===== config.mk =====
export PLATFORM = sky130hd
export DESIGN_NAME = serial_subtractor_ctrl
export DESIGN_NICKNAME = d
export VERILOG_FILES = /design/src/rtl/serial_sub_pkg.sv /design/src/rtl/full_subtractor.sv /design/src/rtl/serial_subtractor_ctrl.sv
export SDC_FILE = /design/constraint.sdc
export NUM_CORES = 1
export LEC_CHECK = 0
export CELL_PAD_IN_SITES_DETAIL_PLACEMENT = 0
export CELL_PAD_IN_SITES_GLOBAL_PLACEMENT = 2
export CORE_MARGIN = 3
export CORE_UTILIZATION = 37
export DETAILED_ROUTE_END_ITERATION = 8
export DONT_BUFFER_PORTS = 1
export PLACE_DENSITY = 0.82
export RECOVER_POWER = 25
export REMOVE_ABC_BUFFERS = 1
export SKIP_LAST_GASP = 1
export SYNTH_ARGS = -nofsm -noshare
export SYNTH_HDL_FRONTEND = slang
export SYNTH_SLANG_ARGS = --single-unit

===== constraint.sdc =====
create_clock -name clk -period 2 [get_ports clk]
set_clock_uncertainty 0.2 [all_clocks]
set_input_delay 0.4 -clock clk [delete_from_list [all_inputs] [get_ports clk]]
set_output_delay 0.4 -clock clk [all_outputs]
set_load 0.01 [all_outputs]

===== src/rtl/serial_sub_pkg.sv =====
// Shared FSM state encoding and counter sizing for the bit-serial subtractor.
// No logic, no latency; consumed by serial_subtractor_ctrl.
package serial_sub_pkg;

    typedef enum logic [1:0] {
        IDLE  = 2'd0,
        SHIFT = 2'd1,
        DONE  = 2'd2
    } state_t;

    // Bits needed to count 0..value-1; never below 1 so WIDTH=1 still gets a counter.
    function automatic int clog2(input int value);
        int w;
        w = 1;
        while ((1 << w) < value) begin
            w = w + 1;
        end
        return w;
    endfunction

endpackage


===== src/rtl/full_subtractor.sv =====
// One-bit full subtractor cell: d = a - b - bi, bo = borrow out.
// Purely combinational, no latency, no flow control.
module full_subtractor (
    input  logic a,
    input  logic b,
    input  logic bi,
    output logic d,
    output logic bo
);

    assign d  = a ^ b ^ bi;
    assign bo = (~a & b) | (~(a ^ b) & bi);

endmodule


===== src/rtl/serial_subtractor_ctrl.sv =====
// Bit-serial a - b over one shared full_subtractor, LSB first; done WIDTH+1 edges after start.
// start is only sampled in IDLE; requests during SHIFT/DONE are dropped, never queued.
module serial_subtractor_ctrl
    import serial_sub_pkg::*;
#(
    parameter int WIDTH = 8
) (
    input  logic             clk,
    input  logic             rst_n,
    input  logic             start,
    input  logic [WIDTH-1:0] a,
    input  logic [WIDTH-1:0] b,
    output logic             busy,
    output logic             done,
    output logic [WIDTH-1:0] diff,
    output logic             borrow
);

    localparam int CW = clog2(WIDTH);

    state_t           r_state;
    state_t           w_state_next;
    logic [WIDTH-1:0] r_a_sr;
    logic [WIDTH-1:0] r_b_sr;
    logic [WIDTH-1:0] r_part;
    logic [WIDTH-1:0] r_diff;
    logic             r_bi;
    logic             r_borrow;
    logic             r_done;
    logic [CW-1:0]    r_count;

    logic             w_d;
    logic             w_bo;
    logic             w_last;
    logic [WIDTH-1:0] w_part_next;

    full_subtractor u_cell (
        .a  (r_a_sr[0]),
        .b  (r_b_sr[0]),
        .bi (r_bi),
        .d  (w_d),
        .bo (w_bo)
    );

    assign w_last = (r_count == CW'(WIDTH - 1));

    // Result bits enter at the MSB so after WIDTH shifts bit 0 sits at the LSB.
    assign w_part_next = (r_part >> 1) | (WIDTH'(w_d) << (WIDTH - 1));

    always_comb begin
        w_state_next = r_state;
        unique case (r_state)
            IDLE:    if (start) w_state_next = SHIFT;
            SHIFT:   if (w_last) w_state_next = DONE;
            DONE:    w_state_next = IDLE;
            default: w_state_next = IDLE;
        endcase
    end

    always_ff @(posedge clk) begin
        if (!rst_n) begin
            r_state  <= IDLE;
            r_a_sr   <= '0;
            r_b_sr   <= '0;
            r_part   <= '0;
            r_diff   <= '0;
            r_bi     <= 1'b0;
            r_borrow <= 1'b0;
            r_done   <= 1'b0;
            r_count  <= '0;
        end else begin
            r_state <= w_state_next;
            r_done  <= (r_state == SHIFT) && w_last;
            unique case (r_state)
                IDLE: begin
                    if (start) begin
                        r_a_sr  <= a;
                        r_b_sr  <= b;
                        r_part  <= '0;
                        r_bi    <= 1'b0;
                        r_count <= '0;
                    end
                end
                SHIFT: begin
                    r_a_sr  <= r_a_sr >> 1;
                    r_b_sr  <= r_b_sr >> 1;
                    r_part  <= w_part_next;
                    r_bi    <= w_bo;
                    r_count <= r_count + 1'b1;
                    // Outputs only move here so no partial result is ever visible.
                    if (w_last) begin
                        r_diff   <= w_part_next;
                        r_borrow <= w_bo;
                    end
                end
                default: ;
            endcase
        end
    end

    assign busy   = (r_state == SHIFT);
    assign done   = r_done;
    assign diff   = r_diff;
    assign borrow = r_borrow;

endmodule


## Word level (Yosys, flattened, before mapping)

Cells that the tools add are included.

- Register bits: 40
- Input port bits: 19
- Word-level logic and storage cells: 41

- Add/subtract/negate cells: 1
- Equality and inequality tests: 4
- Mux-type cells: 13
- Bitwise operators: 8
- Reductions and logical operators: 6

Operator list:

| operator | number |
|---|---|
| one-hot mux 8 bit (2 select lines) | 3 |
| 2-to-1 mux 8 bit | 3 |
| bitwise OR 7 x 8 -> 8 bit | 1 |
| one-hot mux 3 bit (2 select lines) | 1 |
| AND reduction 2 bit | 3 |
| 2-to-1 mux 2 bit | 2 |
| one-hot mux 2 bit (2 select lines) | 1 |
| adder 3 x 1 -> 3 bit (second input constant) | 1 |
| == test 3 bit (second input constant) | 1 |
| 2-to-1 mux 3 bit | 1 |
| AND 1 bit | 2 |
| == test 2 x 1 -> 1 bit (second input constant) | 1 |
| logical NOT 2 bit | 1 |
| inequality test 2 x 1 -> 1 bit (second input constant) | 1 |
| inequality test 2 bit (second input constant) | 1 |
| NOT 1 bit | 2 |
| one-hot mux 1 bit (2 select lines) | 1 |
| nonzero test 2 bit | 1 |
| XOR 1 bit | 2 |
| logical AND 1 bit | 1 |
| 2-to-1 mux 1 bit | 1 |
| bitwise OR 1 bit | 1 |

## Depth between registers and ports, before layout

- Depth in word-level cells: 5
- Gate-level depth with buffers: 7
- Depth with buffers taken out: 5

## Cells and area by module

From an unflattened synthesis, not the netlist that was laid out.

- Cells, all modules: 165
- Area total of the unflattened synthesis: 1,685.4 sq um

By module, submodules not included:

| module | instances | cells each | area each (sq um) | seq. area each (sq um) |
|---|---|---|---|---|
| serial_subtractor_ctrl | 1 | 161 | 1,654.1 | 780.7 |
| full_subtractor | 1 | 4 | 31.3 | 0.0 |

## Worst setup path after synthesis

Ideal clock, no wire load.

- Kind: reg2reg
- From: register r_count[0]
- To: register r_state[0]
- Arrival time: 1.168 ns
- Slack: 0.502 ns
- Stages on the path, launching flop included: 7
- Path buffers: 1
- Period minus slack after synthesis: 1.498 ns
- Cells stage by stage: dfxtp_1 ha_1 ha_1 clkbuf_1 inv_1 mux2i_1 nor3_1

- Longest elaborated chain between the ends: 3

Ends and longest elaborated chain:

| item | RTL line | RTL |
|---|---|---|
| start: declaration | serial_subtractor_ctrl.sv:30 | `logic [CW-1:0] r_count;` |
| start signal: assignment | serial_subtractor_ctrl.sv:89 | `r_count <= r_count + 1'b1;` |
| == test 3 bit | serial_subtractor_ctrl.sv:45 | `assign w_last = (r_count == CW'(WIDTH - 1));` |
| inequality test 2 x 1 -> 1 bit (no line) | -- |  |
| AND reduction 2 bit (no line) | -- |  |
| end signal: assignment | serial_subtractor_ctrl.sv:72 | `r_state <= w_state_next;` |
| end: declaration | serial_subtractor_ctrl.sv:21 | `state_t r_state;` |

Every way passes these cells.
A chain may end at the register's enable or synchronous reset.

## Worst setup path in the final report

- From: register r_state[0]
- To: output busy

- Longest elaborated chain between the ends: 1

Ends and longest elaborated chain:

| item | RTL line | RTL |
|---|---|---|
| == test 2 x 1 -> 1 bit | serial_subtractor_ctrl.sv:101 | `assign busy = (r_state == SHIFT);` |
| end: declaration | serial_subtractor_ctrl.sv:13 | `output logic busy,` |

Every way passes these cells.

==> out/results.ini <==
[die]
dieHeight_um=71.30
core_um2=4058
num_rows=23
ioPinCount=30
die_area_um2=5084
start_util_pct=38.88
die_w_um=71.30

[power_and_ir_drop]
total_power_mw=1.437
leakage_nw=0.6057
p_per_area_nw_per_um2=868.7
vdd_drop_max_v=0.0003274

[yosys]
ys_ff_latch=39
synth_cell_type_count=29
synth_xor_area_share_pct=0
yosysWarnings=0
synth_top_family_by_area=compound AO/OA/AOI/OAI gates
syn_inst=164
ys_seq_area_share_pct=49.48
synth_adder_area_share_pct=2.855
synthMuxAreaShare_pct=8.882
syn_area_per_cell_um2=9.621
yosys.area_share.simple_pct=13.08
synthesis.area_um2=1578
synth.area.top_cells=dfxtp_1, mux2i_1, nor2_1
synth_top_area_share_pct=49.48
synth-compound-area-share_pct=19.19
synth_largest_area_cell=dfxtp_1

[placed_design]
port_buffers=0
dpl_worst_slack_ps=237.5
hpwlAfterDp_um=2045
gp_congestion=0.6572

[timing]
worst_pin_slew_ps=914.9
finalCritPeriodShare_pct=93.70
final_max_slew_viol_count=0
finalHoldViolCount=0
fmax_mhz=533.6
grt_setup_unrepaired=false
min_period_ps=1874
final.setup.worst_slack_ps=126.1
finalSetupViolCount=0
slew_headroom_pct=38.88
tns_ps=0

[detailed_routing]
dr.pass1.iters=4
finalWirelength_um=2990
vias=1113
drc=0
drt-initial-drc-count=76
wl_per_cell_um=14.17
vias_per_cell=5.275
ant_nets=0

[global_routing]
grt_pass1_wl_um=5168
grt_use_total_pct=12.94
grt_pass1_vias=1112
grt_max_degree=25
grt_overflow_total=0
antenna_found_initial=0

[critical_path]
worstPathMaxFanout=21
crit_type=register to primary output
startpoint_type=register
worstPathRequired_ps=1400
cpMaxStageDelayCell=dfxtp_1
endpoint_kind=primary output
cp_top_family=flip-flops
worst_path_largest_cell_delay_ps=450
arrival_ps=1270
cp.buffers_inverters=1
worstPathCellList=nand2b_1 -> inv_4

[clock_network]
cts_tree=built
clock_sinks=39
clkTransAtPathRegs_ps=70
cts-resized-gates=0
cts_max_level=2
clock_latency_ps=280
numCtsBuffers=5
clockBufferDepth=2
root_buffer=clkbuf_8
postCtsSetupBuffers=0
hold_buffers=0

[final_layout]
layout.nets=184
layout.area.seq_um2=780.7
n_antenna_cell=0
layout.cells.most_common_list=dfxtp_1, nor2_1, mux2i_1
multi_input_area_um2=694.4
drive_gt1_share_pct=8.075
syn2layout_area_growth_pct=4.838
fin_util_pct=40.76
mostFrequentLayoutCell=dfxtp_1
fill_cells=419

[min_path]
hp-class=input pin to register

[flow_run]
max_cap_viol_count=0

[run_status]
status=complete, no violations

path summary, 6_finish.rpt:
| kind | from | endpoint | slack, ps | cells after the start |
|---|---|---|---|---|
| worst max-delay path | r_state[0] | busy | 130 | 2 |
| worst min-delay path | rst_n | r_a_sr[3] | 50 | 1 |
| worst max register to register | r_count[0] | diff[4] | 210 | 5 |
| worst min register to register | r_part[1] | diff[0] | 270 | 2 |
Yosys cell counts:
| cell | count |
|---|---|
| dfxtp_1 | 39 |
| nor2_1 | 26 |
| mux2i_1 | 14 |
| a21oi_1 | 13 |
| a22oi_1 | 11 |
| a211oi_1 | 10 |
| nand2_1 | 8 |
| nand3_1 | 8 |
| clkbuf_1 | 4 |
| buf_4 | 3 |
| buf_6 | 3 |
| inv_1 | 3 |
| o21ai_0 | 3 |
| buf_2 | 2 |
| ha_1 | 2 |
| nand2b_1 | 2 |
| a211oi_2 | 1 |
| a2bb2oi_1 | 1 |
| a311oi_2 | 1 |
| clkinv_1 | 1 |
| fa_1 | 1 |
| inv_4 | 1 |
| nand3b_1 | 1 |
| nor2b_1 | 1 |
| nor3_1 | 1 |
| nor3b_1 | 1 |
| o21ba_2 | 1 |
| o21bai_1 | 1 |
| o221a_2 | 1 |
layout make-up:
type                    count  share of cell area (%)
clock buffers               6                   4.387
inverters                   5                   1.286
multi-input cells         108                   41.98
flip-flops and latches     39                   47.20
well taps                  50                   3.782
repair buffers              3                   1.362
worst register-to-register path, stage by stage, from the launching register on:
cell	delay, ps
dfxtp_1	380
ha_1	160
ha_1	300
nand3b_1	380
nand2_1	180
a21oi_1	70
sequential cells by signal (all words and copies together) (netlist names):
name and flops:
diff 8, r_a_sr 8, r_b_sr 8, r_part 7, r_count 3, r_state 2, borrow 1, done 1
r_bi 1
metal layers:
metal / up-vias / GRT usage [%] / part of all wire, %
li1: 574 / - / -
met3: 6 / 6.311 / 7.0
met4: 0 / 5.846 / 1.6
met5: - / 0 / 0
met2: 22 / 18.27 / 44
met1: 511 / 16.61 / 47
where the power goes:
group,total (mW),internal (mW),switching [mW],leakage [nW]
logic,0.128,0.0527,0.0757,0.250
registers,0.831,0.810,0.0207,0.319
clock network,0.477,0.232,0.245,0.0371
cells by family (layout without fill, tap and decap cells):
logic type,Yosys count,after routing
compound gates,43,43
fa+ha+maj,3,3
buf+inv,17,14
flops,39,39
mux,14,14
simple gates,48,48
stage by stage:
step                cells  hold slack, ps  instance area (µm²)
floorplan             152           243.2                 1496
global placement      205           260.5                 1582
detailed placement    205           270.2                 1582
CTS                   211           40.68                 1654
global route          211           40.14                 1654
finish                211           51.04                 1654
(Power assumes the default switching activity.)
